**src/rtl/chip8_pkg.sv**
```systemverilog
// Shared CHIP-8 video definitions: memory-port types, screen geometry,
// draw-sequencer states and the sprite byte alignment helper.
package chip8_pkg;

    localparam logic VIDEO_MEM_TYPE_RAM  = 1'b0;
    localparam logic VIDEO_MEM_TYPE_VRAM = 1'b1;

    localparam int SCREEN_W       = 64;
    localparam int SCREEN_H       = 32;
    localparam int VRAM_ROW_BYTES = 8;

    typedef enum logic [3:0] {
        DRAW_IDLE,
        DRAW_FETCH,
        DRAW_FWAIT,
        DRAW_ROWCHK,
        DRAW_RDL,
        DRAW_WAITL,
        DRAW_WRL,
        DRAW_RDR,
        DRAW_WAITR,
        DRAW_WRR,
        DRAW_NEXT,
        DRAW_DONE
    } draw_state_e;

    typedef struct packed {
        logic [7:0] left;
        logic [7:0] right;
    } align_t;

    // A sprite row straddles at most two VRAM bytes; split it by bit offset.
    function automatic align_t sprite_align(
        input logic [7:0] spr,
        input logic [2:0] sh
    );
        align_t a;
        a.left  = spr >> sh;
        a.right = (sh == 3'd0) ? 8'h00 : (spr << (4'd8 - {1'b0, sh}));
        return a;
    endfunction

endpackage

```
**src/rtl/chip8_sprite_draw_if.sv**
```systemverilog
// Video request port between the sprite sequencer and chip8_memory.
interface chip8_sprite_draw_if;

    logic [15:0] mem_addr_out;
    logic        mem_we_out;
    logic        mem_valid_out;
    logic [15:0] mem_data_out;
    logic        mem_type_out;
    logic        mem_size_out;
    logic        mem_ready_in;
    logic        mem_valid_in;
    logic [15:0] mem_data_in;

    modport master (
        output mem_addr_out,
        output mem_we_out,
        output mem_valid_out,
        output mem_data_out,
        output mem_type_out,
        output mem_size_out,
        input  mem_ready_in,
        input  mem_valid_in,
        input  mem_data_in
    );

    modport slave (
        input  mem_addr_out,
        input  mem_we_out,
        input  mem_valid_out,
        input  mem_data_out,
        input  mem_type_out,
        input  mem_size_out,
        output mem_ready_in,
        output mem_valid_in,
        output mem_data_in
    );

endinterface

```
**src/rtl/chip8_sprite_draw.sv**
```systemverilog
// CHIP-8 DXYN sequencer: fetches sprite rows from RAM and XORs them into
// lores VRAM with read-modify-write, accumulating the VF collision flag.
module chip8_sprite_draw
    import chip8_pkg::*;
#(
    parameter int WIDTH = 8,
    parameter bit CLIP  = 1'b1
) (
    input  logic        clk_in,
    input  logic        rst_in,
    input  logic        start_in,
    input  logic [7:0]  x_in,
    input  logic [7:0]  y_in,
    input  logic [3:0]  n_in,
    input  logic [11:0] i_in,
    output logic        busy_out,
    output logic        done_out,
    output logic        collision_out,
    chip8_sprite_draw_if.master mem
);

    draw_state_e      state_q;
    logic [5:0]       x0_q;
    logic [4:0]       y0_q;
    logic [4:0]       row_q;
    logic [3:0]       n_q;
    logic [3:0]       r_q;
    logic [11:0]      i_q;
    logic [WIDTH-1:0] spr_q;
    logic             coll_q;
    logic             req_q;
    logic             busy_q;
    logic             done_q;
    logic             coll_out_q;
    logic             we_q;
    logic             type_q;
    logic [15:0]      addr_q;
    logic [15:0]      data_q;

    align_t           al;
    logic [5:0]       row_d;
    logic [3:0]       r_d;
    logic [2:0]       xb_r;
    logic [7:0]       addr_l;
    logic [7:0]       addr_r;
    logic             skip_r;
    logic             fire;
    logic [WIDTH-1:0] rd_byte;
    logic             unused_w;

    assign al      = sprite_align(spr_q, x0_q[2:0]);
    assign row_d   = {1'b0, y0_q} + {2'b00, r_q};
    assign r_d     = r_q + 4'd1;
    assign xb_r    = x0_q[5:3] + 3'd1;
    assign addr_l  = {row_q, x0_q[5:3]};
    assign addr_r  = {row_q, xb_r};
    assign skip_r  = (al.right == 8'h00) || (CLIP && (x0_q[5:3] == 3'd7));
    assign fire    = req_q & mem.mem_ready_in;
    assign rd_byte = mem.mem_data_in[WIDTH-1:0];
    assign unused_w = ^{mem.mem_data_in[15:WIDTH], x_in[7:6], y_in[7:5]};

    assign busy_out          = busy_q;
    assign done_out          = done_q;
    assign collision_out     = coll_out_q;
    assign mem.mem_addr_out  = addr_q;
    assign mem.mem_we_out    = we_q;
    assign mem.mem_valid_out = fire;
    assign mem.mem_data_out  = data_q;
    assign mem.mem_type_out  = type_q;
    assign mem.mem_size_out  = 1'b0;

    // req_q marks a pending request; the strobe is only let out while ready.
    always_ff @(posedge clk_in or negedge rst_in) begin
        if (!rst_in) begin
            state_q    <= DRAW_IDLE;
            x0_q       <= '0;
            y0_q       <= '0;
            row_q      <= '0;
            n_q        <= '0;
            r_q        <= '0;
            i_q        <= '0;
            spr_q      <= '0;
            coll_q     <= 1'b0;
            req_q      <= 1'b0;
            busy_q     <= 1'b0;
            done_q     <= 1'b0;
            coll_out_q <= 1'b0;
            we_q       <= 1'b0;
            type_q     <= VIDEO_MEM_TYPE_RAM;
            addr_q     <= '0;
            data_q     <= '0;
        end else begin
            unique case (state_q)
                DRAW_IDLE: if (start_in) begin
                    x0_q       <= x_in[5:0];
                    y0_q       <= y_in[4:0];
                    n_q        <= n_in;
                    i_q        <= i_in;
                    r_q        <= '0;
                    coll_q     <= 1'b0;
                    coll_out_q <= 1'b0;
                    busy_q     <= 1'b1;
                    if (n_in == 4'd0) begin
                        done_q  <= 1'b1;
                        state_q <= DRAW_DONE;
                    end else begin
                        req_q   <= 1'b1;
                        we_q    <= 1'b0;
                        type_q  <= VIDEO_MEM_TYPE_RAM;
                        addr_q  <= {4'h0, i_in};
                        data_q  <= '0;
                        state_q <= DRAW_FETCH;
                    end
                end
                DRAW_FETCH: if (fire) begin
                    req_q   <= 1'b0;
                    state_q <= DRAW_FWAIT;
                end
                DRAW_FWAIT: if (mem.mem_valid_in) begin
                    spr_q   <= rd_byte;
                    state_q <= DRAW_ROWCHK;
                end
                DRAW_ROWCHK: begin
                    if (CLIP && (row_d >= 6'(SCREEN_H))) begin
                        state_q <= DRAW_NEXT;
                    end else begin
                        row_q   <= row_d[4:0];
                        state_q <= DRAW_RDL;
                    end
                end
                DRAW_RDL: begin
                    if (al.left == 8'h00) begin
                        state_q <= DRAW_RDR;
                    end else if (!req_q) begin
                        req_q  <= 1'b1;
                        we_q   <= 1'b0;
                        type_q <= VIDEO_MEM_TYPE_VRAM;
                        addr_q <= {8'h00, addr_l};
                        data_q <= '0;
                    end else if (mem.mem_ready_in) begin
                        req_q   <= 1'b0;
                        state_q <= DRAW_WAITL;
                    end
                end
                DRAW_WAITL: if (mem.mem_valid_in) begin
                    coll_q  <= coll_q | (|(rd_byte & al.left));
                    data_q  <= 16'(rd_byte ^ al.left);
                    we_q    <= 1'b1;
                    req_q   <= 1'b1;
                    state_q <= DRAW_WRL;
                end
                DRAW_WRL: if (fire) begin
                    req_q   <= 1'b0;
                    we_q    <= 1'b0;
                    state_q <= DRAW_RDR;
                end
                DRAW_RDR: begin
                    if (skip_r) begin
                        state_q <= DRAW_NEXT;
                    end else if (!req_q) begin
                        req_q  <= 1'b1;
                        we_q   <= 1'b0;
                        type_q <= VIDEO_MEM_TYPE_VRAM;
                        addr_q <= {8'h00, addr_r};
                        data_q <= '0;
                    end else if (mem.mem_ready_in) begin
                        req_q   <= 1'b0;
                        state_q <= DRAW_WAITR;
                    end
                end
                DRAW_WAITR: if (mem.mem_valid_in) begin
                    coll_q  <= coll_q | (|(rd_byte & al.right));
                    data_q  <= 16'(rd_byte ^ al.right);
                    we_q    <= 1'b1;
                    req_q   <= 1'b1;
                    state_q <= DRAW_WRR;
                end
                DRAW_WRR: if (fire) begin
                    req_q   <= 1'b0;
                    we_q    <= 1'b0;
                    state_q <= DRAW_NEXT;
                end
                DRAW_NEXT: begin
                    r_q <= r_d;
                    if (r_d == n_q) begin
                        done_q     <= 1'b1;
                        coll_out_q <= coll_q;
                        state_q    <= DRAW_DONE;
                    end else begin
                        req_q   <= 1'b1;
                        we_q    <= 1'b0;
                        type_q  <= VIDEO_MEM_TYPE_RAM;
                        addr_q  <= {4'h0, i_q + 12'(r_d)};
                        data_q  <= '0;
                        state_q <= DRAW_FETCH;
                    end
                end
                DRAW_DONE: begin
                    done_q  <= 1'b0;
                    busy_q  <= 1'b0;
                    state_q <= DRAW_IDLE;
                end
                default: state_q <= DRAW_IDLE;
            endcase
        end
    end

endmodule

```
**src/flat_wrapper.sv**
```systemverilog
// flat-port wrapper written by rule: the top's interface ports become plain ports
module chip8_sprite_draw_flat import chip8_pkg::*;
#(
    parameter int WIDTH = 8,
    parameter bit CLIP  = 1'b1
)
  (clk_in, rst_in, start_in, x_in, y_in, n_in, i_in, busy_out, done_out, collision_out, mem_mem_addr_out, mem_mem_we_out, mem_mem_valid_out, mem_mem_data_out, mem_mem_type_out, mem_mem_size_out, mem_mem_ready_in, mem_mem_valid_in, mem_mem_data_in);
  chip8_sprite_draw_if mem_i ();
  input  logic clk_in;
  input  logic rst_in;
  input  logic start_in;
  input  logic [7:0] x_in;
  input  logic [7:0] y_in;
  input  logic [3:0] n_in;
  input  logic [11:0] i_in;
  output logic busy_out;
  output logic done_out;
  output logic collision_out;
  output wire logic [$bits(mem_i.mem_addr_out)-1:0] mem_mem_addr_out;
  output wire logic [$bits(mem_i.mem_we_out)-1:0] mem_mem_we_out;
  output wire logic [$bits(mem_i.mem_valid_out)-1:0] mem_mem_valid_out;
  output wire logic [$bits(mem_i.mem_data_out)-1:0] mem_mem_data_out;
  output wire logic [$bits(mem_i.mem_type_out)-1:0] mem_mem_type_out;
  output wire logic [$bits(mem_i.mem_size_out)-1:0] mem_mem_size_out;
  input wire logic [$bits(mem_i.mem_ready_in)-1:0] mem_mem_ready_in;
  input wire logic [$bits(mem_i.mem_valid_in)-1:0] mem_mem_valid_in;
  input wire logic [$bits(mem_i.mem_data_in)-1:0] mem_mem_data_in;
  assign mem_mem_addr_out = mem_i.mem_addr_out;
  assign mem_mem_we_out = mem_i.mem_we_out;
  assign mem_mem_valid_out = mem_i.mem_valid_out;
  assign mem_mem_data_out = mem_i.mem_data_out;
  assign mem_mem_type_out = mem_i.mem_type_out;
  assign mem_mem_size_out = mem_i.mem_size_out;
  assign mem_i.mem_ready_in = mem_mem_ready_in;
  assign mem_i.mem_valid_in = mem_mem_valid_in;
  assign mem_i.mem_data_in = mem_mem_data_in;
  chip8_sprite_draw #(.WIDTH(WIDTH), .CLIP(CLIP)) u_core (.clk_in(clk_in), .rst_in(rst_in), .start_in(start_in), .x_in(x_in), .y_in(y_in), .n_in(n_in), .i_in(i_in), .busy_out(busy_out), .done_out(done_out), .collision_out(collision_out), .mem(mem_i));
endmodule
```
**config.mk**
```make
export PLATFORM = sky130hd
export DESIGN_NAME = chip8_sprite_draw_flat
export DESIGN_NICKNAME = d
export VERILOG_FILES = /design/src/rtl/chip8_pkg.sv /design/src/rtl/chip8_sprite_draw_if.sv /design/src/rtl/chip8_sprite_draw.sv /design/src/flat_wrapper.sv
export SDC_FILE = /design/constraint.sdc
export NUM_CORES = 1
export LEC_CHECK = 0
export CORE_MARGIN = 3
export CORE_UTILIZATION = 54
export CTS_CLUSTER_DIAMETER = 100
export DETAILED_ROUTE_END_ITERATION = 10
export PLACE_DENSITY = 0.82
export SYNTH_ARGS = -nofsm -noshare
export SYNTH_HDL_FRONTEND = slang
export SYNTH_SLANG_ARGS = --single-unit
```
**constraint.sdc**
```tcl
create_clock -name clk_in -period 3.6 [get_ports clk_in]
set_input_delay 0.72 -clock clk_in [delete_from_list [all_inputs] [get_ports clk_in]]
set_output_delay 0.72 -clock clk_in [all_outputs]
set_load 0.01 [all_outputs]
```
==> results.toml, run 1 <==
[final_layout]
drive_gt1_frac = 0.1455
area_growth_pct = 17.91
nFillCells = 767
final_cell_mix = "dfrtp_1 (75), clkdlybuf4s50_1 (64), nand2_1 (47), mux2_2 (45), o21ai_0 (44)"
multiInputGateArea_sq_mm = 0.003035
nets = 668
stdcell_area_sq_mm = 0.006113
seq_area_sq_mm = 0.001877
final_common_cell = "dfrtp_1"
layoutNonFillerInstCount = 734
diodes = 0

[clock_network]
ctsHoldBuffers = 0
clk_pin_slew_worst_paths_ps = 90
cts_resized = 0
clock_tree.buffer_depth = 2
clk_latency_ps = 360
cts_tree = "yes"
numCtsBuffers = 9
postCtsSetupBuffers = 0
htreeDepth = 3
root_buffer = "clkbuf_8"
clock-sinks = 75

[pwr]
switching_share = 0.4434
internal-power_mw = 3.475
vdd.ir_drop.worst_v = 0.0005100
power_density_mw_per_mm2 = 1021
pwr-share-seq = 0.283
combPwrFrac = 0.598
leakagePower_nw = 2.594
clock_power_share = 0.119
switching_power_mw = 2.768

[critical_path]
required_ps = 3860
crit_path_max_fanout = 15
r2r-start = "u_core.x0_q[0]"
r2r_end = "u_core.state_q[0]"
crit_arrival_ps = 3410
reg2reg_depth = 10
cp-end-kind = "flip-flop"
crit_type = "reg2reg"
r2r_setup_slack_ps = 450
setup.worst_path.start_class = "flip-flop"

[timing]
finClkSkew_ps = 14.59
setup_viol = 0
rsz0062_at_grt = "no"
hold_violations = 0
relSlewSlack = 0.3745
max_freq_ghz = 0.3175
slew_viol_final = 0
finalCritPeriodShare = 0.8748
worst-slew-pin-transition_ps = 938.3
worst_slack_ps = 450.7
setup_tns_ps = 0
period_needed_ps = 3149

[detailed_routing]
vias = 4416
drc_errors = 0
drtIter0Drc = 347
wl_um = 13130
dr.pass1.iters = 5
wl_per_cell_um = 17.89
vias_per_cell = 6.016
drtAntennaViolNets = 0

[global_route]
grt_pass1_vias = 4454
use_met2 = 0.3858
antenna_found_initial = 0
grt_first_pass_wirelength_um = 22020
met1_usage = 0.3416
grt_max_degree = 76
top_usage_layer = "met2"
grtUsageTotal = 0.2488
grt_use_met3 = 0.05090
grt.overflow.total = 0

[yosys]
synth_cell_types = 72
syn_inst = 542
ys.flop_type = "dfrtp_1"
ys_async_sr_fraction = 1.000
yosysWarnings = 0
synth_edf_count = 0
synth_top_area_frac = 0.3620
netlist_area_sq_mm = 0.005185
yosysSeqAreaShare = 0.3620
synth_area_leaders = "dfrtp_1 (36%), mux2_2 (9.8%), o21ai_0 (4.2%), nand2_1 (3.4%), ha_1 (3.1%)"
synth_top_area_cell = "dfrtp_1"
avgSynthCellArea_sq_um = 9.566
synth-seq-cells = 75

[floorplan]
num_rows = 35
die_h_um = 104.0
start_util = 0.5585
core_sq_mm = 0.009284
die_w_um = 104.0
io_pins = 92
die_area_sq_mm = 0.01081

[placed_design]
gp_congestion = 0.9394
io_buffers = 65
hpwl_um = 9391
pre_cts_slack_ps = 465.9
placed_area_sq_mm = 0.005887
place_inst = 718

[hold_path]
hold_path_class = "in2async"

[job]
drv_cap = 0

[status]
status = "complete, no violations"
## sequential cells by signal, indices dropped and copies added, names as in the netlist, 4 cells and up
name,cells
u_core.i_q,12
u_core.x0_q,6
u_core.mem.mem_data_out,8
u_core.mem.mem_addr_out,12
u_core.state_q,4
u_core.row_q,5
u_core.spr_q,8
u_core.y0_q,5
u_core.r_q,4
u_core.n_q,4
## per-stage QoR
step | utilization | hold WS (ps) | total power, mW
after floorplan | - | 424.4 | 4.433
after global placement | 0.6341 | 470.6 | 5.332
after detailed placement | 0.6341 | 475.3 | 5.435
after CTS | 0.6585 | 500.4 | 6.221
after global routing | 0.6585 | 514.1 | 6.743
final | 0.6585 | 491.9 | 6.242
## cells by family after synthesis
family / after synthesis / synth area share
XOR/XNOR: 25 / 0.04778
flip-flops: 75 / 0.3620
buffers and inverters: 62 / 0.06129
multiplexers: 75 / 0.1701
AO/OA/AOI/OAI: 139 / 0.1786
other: 1 / 0.0007232
AND/OR/NAND/NOR: 150 / 0.1404
adder cells (fa/ha/maj): 15 / 0.03909
## critical path, stage by stage, from the launching register on
cell and delay [ps]:
dfrtp_1 370, inv_2 90, ha_1 630, mux2i_1 140
or3_1 320, a31oi_1 290, nor3_1 100, a21o_1 230
buf_4 180, o31ai_1 330, mux2_2 370
## metal layers
layer	share of wire	routed length (um)
met1	0.44	5821
met2	0.46	5981
met3	0.076	1004
met4	0.025	324
met5	0	0
## worst max path at each step
| stage | startpoint | cells after the start | slack [ps] | end |
|---|---|---|---|---|
| after CTS | u_core.x0_q[0] | 10 | 450 | u_core.state_q[0] |
| after global placement | u_core.x0_q[0] | 10 | 510 | u_core.state_q[0] |
| final | u_core.x0_q[0] | 10 | 450 | u_core.state_q[0] |
| after floorplan | u_core.x0_q[1] | 14 | 270 | u_core.mem.mem_addr_out[10] |
| after detailed placement | u_core.x0_q[0] | 10 | 470 | u_core.state_q[0] |
| after global routing | u_core.x0_q[0] | 10 | 220 | u_core.mem.mem_addr_out[10] |
## power groups by stage
| stage | clock (mW) | combinational, mW | sequential [mW] |
|---|---|---|---|
| 6_report | 0.743 | 3.73 | 1.77 |
| 2_1_floorplan | 0 | 2.84 | 1.59 |
| 5_1_grt | 0.786 | 4.13 | 1.83 |
| 3_5_place_dp | 0 | 3.67 | 1.76 |
| 3_3_place_gp | 0 | 3.60 | 1.73 |
| 4_1_cts | 0.758 | 3.72 | 1.75 |
## synthesized netlist by cell type (3+ instances only)
master / number
a21o_1: 6
a21oi_1: 29
a22oi_1: 10
a31oi_1: 7
a32oi_1: 3
and3_1: 8
buf_1: 4
buf_2: 7
buf_4: 14
buf_6: 3
clkbuf_1: 13
dfrtp_1: 75
ha_1: 13
inv_1: 18
mux2_1: 10
mux2_2: 45
mux2i_1: 15
mux4_2: 5
nand2_1: 47
nand2b_1: 7
nand3_1: 13
nand4_1: 3
nor2_1: 33
nor2b_1: 12
nor3_1: 10
nor4_1: 3
o211ai_1: 8
o21ai_0: 44
o311ai_0: 3
xnor2_1: 12
xor2_1: 11
## cell type report
cell class / count / area share
timing repair buffer: 77 / 0.1208
multi-input combinational: 417 / 0.4965
clock buffer: 9 / 0.02026
inverter: 20 / 0.01228
tap: 129 / 0.02640
clock inverter: 7 / 0.01678
sequential: 75 / 0.3070
(Power assumes the default switching activity.)
==> inputs of run 2 (changes only) <==
--- a/config.mk
+++ b/config.mk
@@ -5,6 +5,7 @@
 export SDC_FILE = /design/constraint.sdc
 export NUM_CORES = 1
 export LEC_CHECK = 0
+export CORE_ASPECT_RATIO = 1.25
 export CORE_MARGIN = 3
 export CORE_UTILIZATION = 54
 export CTS_CLUSTER_DIAMETER = 100
==> constraint.sdc (replaced) <==
create_clock -name clk_in -period 3.1 [get_ports clk_in]
set_input_delay 0.62 -clock clk_in [delete_from_list [all_inputs] [get_ports clk_in]]
set_output_delay 0.62 -clock clk_in [all_outputs]
set_load 0.01 [all_outputs]
==> results.toml, run 2 (synthesis results as in run 1) <==
[final_layout]
nets = 678
stdcell_area_sq_mm = 0.006287
drive_gt1_frac = 0.1626
final_common_cell = "dfrtp_1"
diodes = 0
final_cell_mix = "dfrtp_1 (75), clkdlybuf4s50_1 (64), nand2_1 (47), mux2_2 (45), o21ai_0 (44)"
layoutNonFillerInstCount = 738
area_growth_pct = 21.26

[critical_path]
reg2reg_depth = 9
crit_path_max_fanout = 13
crit_type = "reg2reg"
crit_slowest_cell = "nor3b_1"
slowest_delay_ps = 460
setup.worst_path.start_class = "flip-flop"
cp-end-kind = "flip-flop"
r2r_setup_slack_ps = 190
crit_arrival_ps = 3120
required_ps = 3320
r2r_end = "u_core.mem.mem_addr_out[4]"
crit_path_cell_trace = "ha_1 > xor3_1 > nor3_1 > nor3b_1 > a31oi_1 > nand2_1 > a211oi_4 > buf_12 > mux2_1"
r2r-start = "u_core.r_q[1]"

[clock_network]
clk_latency_ps = 340
clock_tree.buffer_depth = 2
root_buffer = "clkbuf_16"
postCtsSetupBuffers = 0
numCtsBuffers = 9
clk_pin_slew_worst_paths_ps = 60
clock-sinks = 75
htreeDepth = 3
cts_tree = "yes"

[placed_design]
gp_congestion = 0.9477
placed_area_sq_mm = 0.005967
hpwl_um = 9608
io_buffers = 65
place_inst = 722

[detailed_routing]
drtAntennaViolNets = 0
vias = 4469
wl_per_cell_um = 17.98
drtIter0Drc = 519
wl_um = 13270
vias_per_cell = 6.056
dr.pass1.iters = 6
drc_errors = 0

[hold_path]
hold_path_class = "in2async"

[timing]
hold_violations = 0
worst-slew-pin-transition_ps = 932.7
slew_viol_final = 0
relSlewSlack = 0.3782
finClkSkew_ps = 5.990
max_freq_ghz = 0.3440
setup_tns_ps = 0
period_needed_ps = 2907
finalCritPeriodShare = 0.9377
setup_viol = 0
rsz0062_at_grt = "no"

[global_route]
antenna_found_initial = 0
grt_pass1_vias = 4465
grt.overflow.total = 0
grtUsageTotal = 0.2528
grt_first_pass_wirelength_um = 21700
grt_max_degree = 76

[floorplan]
die_h_um = 115.6
core_sq_mm = 0.009271
die_w_um = 93.65
start_util = 0.5592
io_pins = 92
num_rows = 39
die_area_sq_mm = 0.01082

[job]
drv_cap = 0

[pwr]
power_density_mw_per_mm2 = 1215
vdd.ir_drop.worst_v = 0.0005698
leakagePower_nw = 2.688

[status]
status = "complete, no violations"
## run 2: cell types whose count changed in the layout (fill, tap and decap cells not counted), sizes merged
| cell | previous run | this run |
|---|---|---|
| buf | 13 | 23 |
| bufinv | 2 | 1 |
| clkbuf | 9 | 10 |
| clkinv | 5 | 3 |
| inv | 19 | 21 |
## run 2: metal layers
metal  routed length, um  global-route usage  vias up  part of all wire
met5                   0                   0        -                 0
met2                6639              0.4318      217              0.50
met4                 362             0.09730        0             0.027
met1                5417              0.3200     2132              0.41
li1                    -                   -     2085                 -
met3                 852             0.04610       35             0.064
## run 2: repair_timing
item                       in CTS  in global routing
gates resized for setup         0                  3
hold buffers                    0                  0
setup endpoints to repair       0                 21
## run 2: worst max path at each step
stage,startpoint,end
2_1_floorplan,u_core.x0_q[1],u_core.mem.mem_addr_out[10]
4_1_cts,u_core.x0_q[1],u_core.mem.mem_addr_out[4]
5_1_grt,u_core.r_q[1],u_core.mem.mem_addr_out[8]
6_report,u_core.r_q[1],u_core.mem.mem_addr_out[4]
3_3_place_gp,u_core.x0_q[1],u_core.mem.mem_addr_out[5]
3_5_place_dp,u_core.x0_q[1],u_core.mem.mem_addr_out[6]
## run 2: layout make-up
type / count / area, sq um
Inverter: 20 / 75.07
Sequential cell: 75 / 1877
Clock inverter: 6 / 72.57
Timing Repair Buffer: 87 / 825.8
Clock buffer: 10 / 239.0
Tap cell: 123 / 153.9
Fill cell: 720 / 2984
Multi-Input combinational cell: 417 / 3044
## run 2: worst max-delay path: cells and delay by family, from the launching register on
family          cells  cell delay [ps]
fa+ha+maj           1              270
buf+inv             1              170
mux                 1              310
flops               1              440
simple gates        3              940
xor+xnor            1              440
compound gates      2              210
## run 2: per-stage QoR
stage               utilization  setup slack [ps]  hold slack (ps)  power [mW]
detailed placement       0.6436             138.9            477.8       6.444
global route             0.6781             22.19            494.3       8.177
finish                   0.6781             193.3            413.2       7.636
global placement         0.6436             207.5            470.6       6.283
CTS                      0.6772             124.1            468.8       7.587
floorplan                     -             7.815            324.4       5.161
## run 2: power breakdown
group	leakage, nW	switching [mW]	total (mW)	internal (mW)
combinational	1.62	2.29	4.51	2.22
sequential	0.918	0.564	2.03	1.46
clock	0.150	0.445	1.10	0.654
